$ cat config.mk
export PLATFORM = sky130hd
export DESIGN_NAME = instr_fetch_seq
export DESIGN_NICKNAME = d
export VERILOG_FILES = /design/src/rtl/instr_fetch_seq.sv
export SDC_FILE = /design/constraint.sdc
export NUM_CORES = 1
export LEC_CHECK = 0
export BUFFER_PORTS_ARGS = -buffer_cell sky130_fd_sc_hd__buf_2
export CAP_MARGIN = 10
export CORE_MARGIN = 5
export CORE_UTILIZATION = 46
export CTS_CLUSTER_SIZE = 12
export DETAILED_ROUTE_END_ITERATION = 7
export GPL_TIMING_DRIVEN = 0
export PLACE_DENSITY = 0.82
export SLEW_MARGIN = 20
export SYNTH_ARGS = -nofsm -noshare
export SYNTH_HDL_FRONTEND = slang
export SYNTH_SLANG_ARGS = --single-unit
$ cat constraint.sdc
create_clock -name clk -period 2.7 [get_ports clk]
set_clock_uncertainty 0.2 [all_clocks]
set_input_delay 0.405 -clock clk [delete_from_list [all_inputs] [get_ports clk]]
set_output_delay 0.405 -clock clk [all_outputs]
set_load 0.03 [all_outputs]
$ cat src/rtl/instr_fetch_seq.sv
// -----------------------------------------------------------------------------
// instr_fetch_seq
//   Fetches a 1..3 byte instruction through an external 4:1 byte mux.
//   The opcode's top two bits give the length. Each further byte comes from
//   the next mux port, and the port index wraps modulo 4. The finished
//   instruction is held with valid=1 until the consumer acks it. Start
//   together with ack chains straight into the next fetch.
//
// Ports
//   clk      in   1   rising-edge clock
//   rst      in   1   asynchronous active-high reset
//   start    in   1   fetch request (IDLE, or DONE together with ack)
//   src      in   2   mux port holding the opcode byte
//   data_in  in   8   mux output, combinational from sel
//   ack      in   1   consumer accepts the completed instruction
//   sel      out  2   registered mux select
//   opcode   out  8   first instruction byte
//   operand  out 16   byte1 in [7:0], byte2 in [15:8]
//   len      out  2   instruction length in bytes (1..3)
//   valid    out  1   instruction complete (DONE)
//   busy     out  1   fetch in progress (F_OP/F_B1/F_B2)
// -----------------------------------------------------------------------------
module instr_fetch_seq #(
    parameter int DATA_W = 8
) (
    input  logic                  clk,
    input  logic                  rst,
    input  logic                  start,
    input  logic [1:0]            src,
    input  logic [DATA_W-1:0]     data_in,
    input  logic                  ack,
    output logic [1:0]            sel,
    output logic [DATA_W-1:0]     opcode,
    output logic [2*DATA_W-1:0]   operand,
    output logic [1:0]            len,
    output logic                  valid,
    output logic                  busy
);

    typedef enum logic [2:0] {
        IDLE = 3'd0,
        F_OP = 3'd1,
        F_B1 = 3'd2,
        F_B2 = 3'd3,
        DONE = 3'd4
    } state_t;

    state_t state;

    // Length from opcode[7:6]: 00 -> 1, 01 -> 2, 1x -> 3.
    function automatic logic [1:0] decode_len(input logic [DATA_W-1:0] op);
        logic [1:0] l;
        case (op[DATA_W-1 -: 2])
            2'b00:   l = 2'd1;
            2'b01:   l = 2'd2;
            default: l = 2'd3;
        endcase
        return l;
    endfunction

    always_ff @(posedge clk or posedge rst) begin
        if (rst) begin
            state   <= IDLE;
            sel     <= 2'd0;
            opcode  <= '0;
            operand <= '0;
            len     <= 2'd0;
            valid   <= 1'b0;
            busy    <= 1'b0;
        end else begin
            case (state)
                IDLE: begin
                    if (start) begin
                        sel     <= src;
                        operand <= '0;
                        busy    <= 1'b1;
                        state   <= F_OP;
                    end
                end

                F_OP: begin
                    opcode <= data_in;
                    len    <= decode_len(data_in);
                    if (decode_len(data_in) == 2'd1) begin
                        sel   <= 2'd0;
                        busy  <= 1'b0;
                        valid <= 1'b1;
                        state <= DONE;
                    end else begin
                        sel   <= sel + 2'd1;   // 2-bit add wraps 3 -> 0
                        state <= F_B1;
                    end
                end

                F_B1: begin
                    operand[DATA_W-1:0] <= data_in;
                    // len was written in F_OP and holds the decoded length.
                    if (len == 2'd2) begin
                        sel   <= 2'd0;
                        busy  <= 1'b0;
                        valid <= 1'b1;
                        state <= DONE;
                    end else begin
                        sel   <= sel + 2'd1;
                        state <= F_B2;
                    end
                end

                F_B2: begin
                    operand[2*DATA_W-1:DATA_W] <= data_in;
                    sel   <= 2'd0;
                    busy  <= 1'b0;
                    valid <= 1'b1;
                    state <= DONE;
                end

                DONE: begin
                    if (ack) begin
                        valid <= 1'b0;
                        if (start) begin
                            // Back-to-back: skip IDLE and fetch immediately.
                            sel     <= src;
                            operand <= '0;
                            busy    <= 1'b1;
                            state   <= F_OP;
                        end else begin
                            state <= IDLE;
                        end
                    end
                end

                default: begin
                    state <= IDLE;
                    sel   <= 2'd0;
                    valid <= 1'b0;
                    busy  <= 1'b0;
                end
            endcase
        end
    end

endmodule

# Word-level counts from Yosys, hierarchy flattened
# Index checks and enable logic that the tools add are counted.
# op_classes
add_sub_neg	1
eq_ne	11
mux	26
bitwise	1
n_reduce_logical	9
# op_table
cell	count
case mux 8 bit (3 select lines)	2
2-to-1 mux 16 bit	2
case mux 3 bit (5 select lines)	1
2-to-1 mux 3 bit	4
2-to-1 mux 2 bit	5
2-to-1 mux 1 bit	8
inequality test 2 bit, second input constant	4
case mux 2 bit (4 select lines)	1
== test 3 x 2 -> 1 bit, second input constant	2
AND reduction 2 bit	3
nonzero test 3 bit	2
case mux 1 bit (5 select lines)	1
== test 2 x 1 -> 1 bit, second input constant	2
case mux 1 bit (4 select lines)	1
case mux 2 bit (2 select lines)	1
AND reduction 4 bit	1
== test 3 x 1 -> 1 bit, second input constant	1
== test 3 bit, second input constant	1
zero test 3 bit	1
AND reduction 3 bit	1
adder 2 x 1 -> 2 bit, second input constant	1
== test 2 bit, second input constant	1
zero test 2 bit	1
NOT 1 bit	1
# word_totals
reg_bits	33
input_bits	14
out_inout_bits	30
word_cells	56

# Longest topological paths before layout
# logic_depth
word_depth	6
mapped_depth	6
ltp_nobuf	4

# Worst setup path before layout
# No wires, ideal clock.
# synth_path
path_type	register -> register
from	register state[0]
to	register operand[10]
setup_time_ns	0.121
arrival_time_ns	1.320
t_required_ns	2.379
slack_ns	1.059
stages_incl_launch_ff	7
path_buffers	2
period_less_slack_ns	1.641
cell_sequence	dfrtp_1 > buf_6 > or3b_1 > a21oi_1 > nor2b_1 > buf_6 > a22o_1
# synth_between
elab_chain_len	3
word_cells_on_any_way	7
classes_between	3 x eq/ne; 1 x mux; 3 x reduce/logical
# synth_lines
item	line	text
from (decl)	48	state_t state;
from (signal assigned)	63	state <= IDLE;
from (signal assigned)	77	state <= F_OP;
from (signal assigned)	88	state <= DONE;
== test 3 bit, or another cell as far along	71	case (state)
inequality test 2 bit (no source line) / nonzero test 3 bit (equally long branches)	--	
AND reduction 2 bit (no source line)	--	
to (signal, indexed assignment)	96	operand[DATA_W-1:0] <= data_in;
to (signal, indexed assignment)	110	operand[2*DATA_W-1:DATA_W] <= data_in;
to (decl)	34	output logic [2*DATA_W-1:0] operand,
# Parallel ways exist; a longest one is shown, timed or not.
# A chain may end at the register's enable or synchronous reset.

# Worst setup path in the final report
# layout_path
from	register state[2]
to	register busy
# layout_between
elab_chain_len	3
word_cells_on_any_way	9
classes_between	6 x eq/ne; 1 x mux; 2 x reduce/logical
# layout_lines
item	line	text
== test 3 x 2 -> 1 bit, or another cell as far along	71	
inequality test 2 bit (no source line)	--	
AND reduction 3 bit (no source line)	--	
to (signal assigned)	69	busy <= 1'b0;
to (signal assigned)	76	busy <= 1'b1;
to (signal assigned)	86	busy <= 1'b0;
to (decl)	37	output logic busy
# Parallel ways exist; a longest one is shown, timed or not.

==> results.sh <==
export IMPL_status="complete, no violations"
export IMPL_postLayoutCoreUtil=0.602
export IMPL_path_clk_slew_ns=0.10
export IMPL_synth_edf_count=0
export IMPL_syn_to_final_growth_pct=23.0
export IMPL_critPathLaunchType="register"
export IMPL_io_pins=44
export IMPL_insertion_delay_ns=0.33
export IMPL_n_fill_cell=253
export IMPL_maxCapViolCount=0
export IMPL_die_h_microns=64.7
export IMPL_ys_top_cells_by_count="33 x dfrtp_1, 26 x nand2_1, 16 x a22o_1"
export IMPL_swShare=0.476
export IMPL_numClockSinks=33
export IMPL_cts_tree="done"
export IMPL_seq_area_sq_um=826
export IMPL_start_util=0.490
export IMPL_fin_crit_sh=0.680
export IMPL_setup_viol=0
export IMPL_netlist_top_cells_area="dfrtp_1 60%, a22o_1 10%, nand2_1 7.1%"
export IMPL_fin_nets=190
export IMPL_synthArstFlopShare=1.00
export IMPL_cts_root_buf="clkbuf_4"
export IMPL_ys_ff_latch=33
export IMPL_ant_nets=0
export IMPL_wl_per_cell_microns=15.5
export IMPL_synth_fp_nets=139
export IMPL_drv_slew=0
export IMPL_synth_ff_type="dfrtp_1"
export IMPL_grt_remaining_overflow=0
export IMPL_setup_worst_path_class="reg2reg"
export IMPL_die_area_sq_um=4180
export IMPL_ys_seq_area_frac=0.601
export IMPL_crit_slowest_cell="nor3b_4"
export IMPL_std_cell_rows=19
export IMPL_finalHoldViolations=0
export IMPL_pwr_share_comb=0.544
export IMPL_path_cells="buf_2 -> nor3b_4 -> a2bb2oi_1 -> a31oi_1 -> a21oi_1"
export IMPL_p_int_w=0.00126
export IMPL_multi_input_area_sq_um=482
export IMPL_cp_max_fo=10
export IMPL_diodes=0
export IMPL_drive_gt1_frac=0.339
export IMPL_synth_top_area_frac=0.601
export IMPL_leakage_nw=0.923
export IMPL_vias=1108
export IMPL_p_switching_w=0.00115
export IMPL_placed_cells=199
export IMPL_rsz0062_at_grt="false"
export IMPL_power_density_nw_per_um2=1430
export IMPL_slew_headroom=0.551
export IMPL_hp_class="in2reg"
export IMPL_grt_pass1_wl_microns=5620
export IMPL_yosysTopAreaCell="dfrtp_1"
export IMPL_setup_tns_final_ns=0
export IMPL_routed_wirelength_microns=3230
export IMPL_end_kind="register"
export IMPL_grt_pass1_vias=1165
export IMPL_power_frac_clock=0.108
export IMPL_totalPowerFinal_w=0.00241
export IMPL_cts_buffer_depth=2
export IMPL_track_usage=0.176
export IMPL_timing_fmax_mhz=545
export IMPL_required_ns=2.71
export IMPL_fin_cells=208
export IMPL_cpPeakStageDelay_ns=0.45
export IMPL_drtPass1Iterations=4
export IMPL_arrival_ns=1.84
export IMPL_p_seq_frac=0.348
export IMPL_numCtsBuffers=5
export IMPL_place_gp_congestion=0.869
export IMPL_hold_slack_ns=0.0854
export IMPL_ys_warn_count=0
export IMPL_synth_area_sq_um=1370
export IMPL_peakVddDrop_uv=606
export IMPL_htreeDepth=2
export IMPL_port_buffers=43
export IMPL_yosysMostFrequentCell="dfrtp_1"
export IMPL_syn_inst=125
export IMPL_drt_iter0_markers=58
export IMPL_vias_per_cell=5.33
export IMPL_period_minus_slack_ns=1.84
export IMPL_antenna_found_initial=0
export IMPL_grt_max_degree=34
export IMPL_die_w_microns=64.7
export IMPL_synth_distinct_cells=28
export IMPL_cts_resized_gates=0
export IMPL_core_area_sq_um=2810
export IMPL_worstMarginPinSlew_ns=0.673
export IMPL_synth_area_per_cell_sq_um=11.0
export IMPL_drcViolationCount=0
export IMPL_dpl_hpwl_microns=2290
==> power groups by stage <==
stage / registers [W] / logic, W / clock network [W]
after global routing: 0.000871 / 0.00143 / 0.000293
after CTS: 0.000840 / 0.00132 / 0.000272
after detailed placement: 0.000846 / 0.00132 / 0
final: 0.000839 / 0.00131 / 0.000261
after floorplan: 0.00123 / 0.000562 / 0
after global placement: 0.000835 / 0.00128 / 0
==> placed cells by master (no fill, tap or decap) <==
cell,count
a21boi_0,1
a21oi_1,4
a22o_1,16
a2bb2oi_1,1
a31oi_1,2
and3_1,2
buf_2,45
buf_6,2
clkbuf_1,5
clkbuf_4,5
clkinv_2,2
dfrtp_1,33
dlygate4sd3_1,1
inv_1,3
inv_2,2
mux2i_1,2
nand2_1,26
nand2b_1,2
nand3_1,1
nor2_1,7
nor2b_1,1
nor3b_4,1
o21ai_0,2
o21ai_1,1
o21ba_2,2
o22ai_1,2
o31ai_1,1
or2_2,1
or3_1,1
or3b_1,2
xnor2_1,1
==> area by class of cell <==
cell class / instances / area share
flip-flops and latches: 33 / 0.489
repair buffers: 44 / 0.133
clock buffers: 6 / 0.0244
plain buffers: 8 / 0.0281
multi-input cells: 79 / 0.285
inverters: 5 / 0.0111
well taps: 31 / 0.0230
clock inverters: 2 / 0.00593
==> layer usage <==
layer | up-vias | routed length (microns) | global-route usage
met5 | - | 0 | 0
met4 | 0 | 97 | 0.100
met3 | 10 | 174 | 0.0501
met2 | 29 | 1530 | 0.271
met1 | 534 | 1430 | 0.223
li1 | 535 | - | -
==> critical path: cells and delay by family, from the launching register on <==
kind | cells | cell delay, ns
compound gates | 3 | 0.52
buf+inv | 1 | 0.17
flops | 1 | 0.37
simple gates | 1 | 0.45
==> flip-flops by register name, indices dropped and copies added (netlist names) <==
register,cells
busy,1
sel,2
operand,16
len,2
state,3
valid,1
opcode,8
==> per-stage QoR <==
stage | instance area, sq um | worst slack [ns]
after floorplan | 1370 | 1.06
after global placement | 1630 | 0.903
after detailed placement | 1630 | 0.860
after CTS | 1690 | 0.848
after global routing | 1690 | 0.731
final | 1690 | 0.864
==> logic make-up (layout without fill, tap and decap cells) <==
group / after synthesis / after routing / synth area share
and+or+nand+nor: 44 / 44 / 0.152
DFF: 33 / 33 / 0.601
AOI/OAI and AO/OA: 32 / 32 / 0.178
buffers and inverters: 13 / 65 / 0.0483
muxes: 2 / 2 / 0.0146
xor gates and xnor gates: 1 / 1 / 0.00638
==> path summary, 6_finish.rpt <==
check / cells past startpoint / slack (ns) / end / startpoint
setup / recovery: 5 / 0.86 / busy / state[2]
hold / removal: 3 / 0.09 / opcode[3] / data_in[3]
setup reg to reg: 5 / 0.86 / busy / state[2]
hold reg to reg: 2 / 0.27 / opcode[1] / opcode[1]
max in group asynchronous: 3 / 1.35 / operand[3] / rst
min in group asynchronous: 3 / 0.51 / opcode[3] / rst
==> timing repair <==
| item | in CTS | in global routing |
|---|---|---|
| setup buffers | 0 | 0 |
| setup endpoints to repair | 0 | 0 |
| hold buffers | 1 | 0 |
| endpoints found under the hold margin | 33 | 0 |
(Power assumes the default switching activity.)
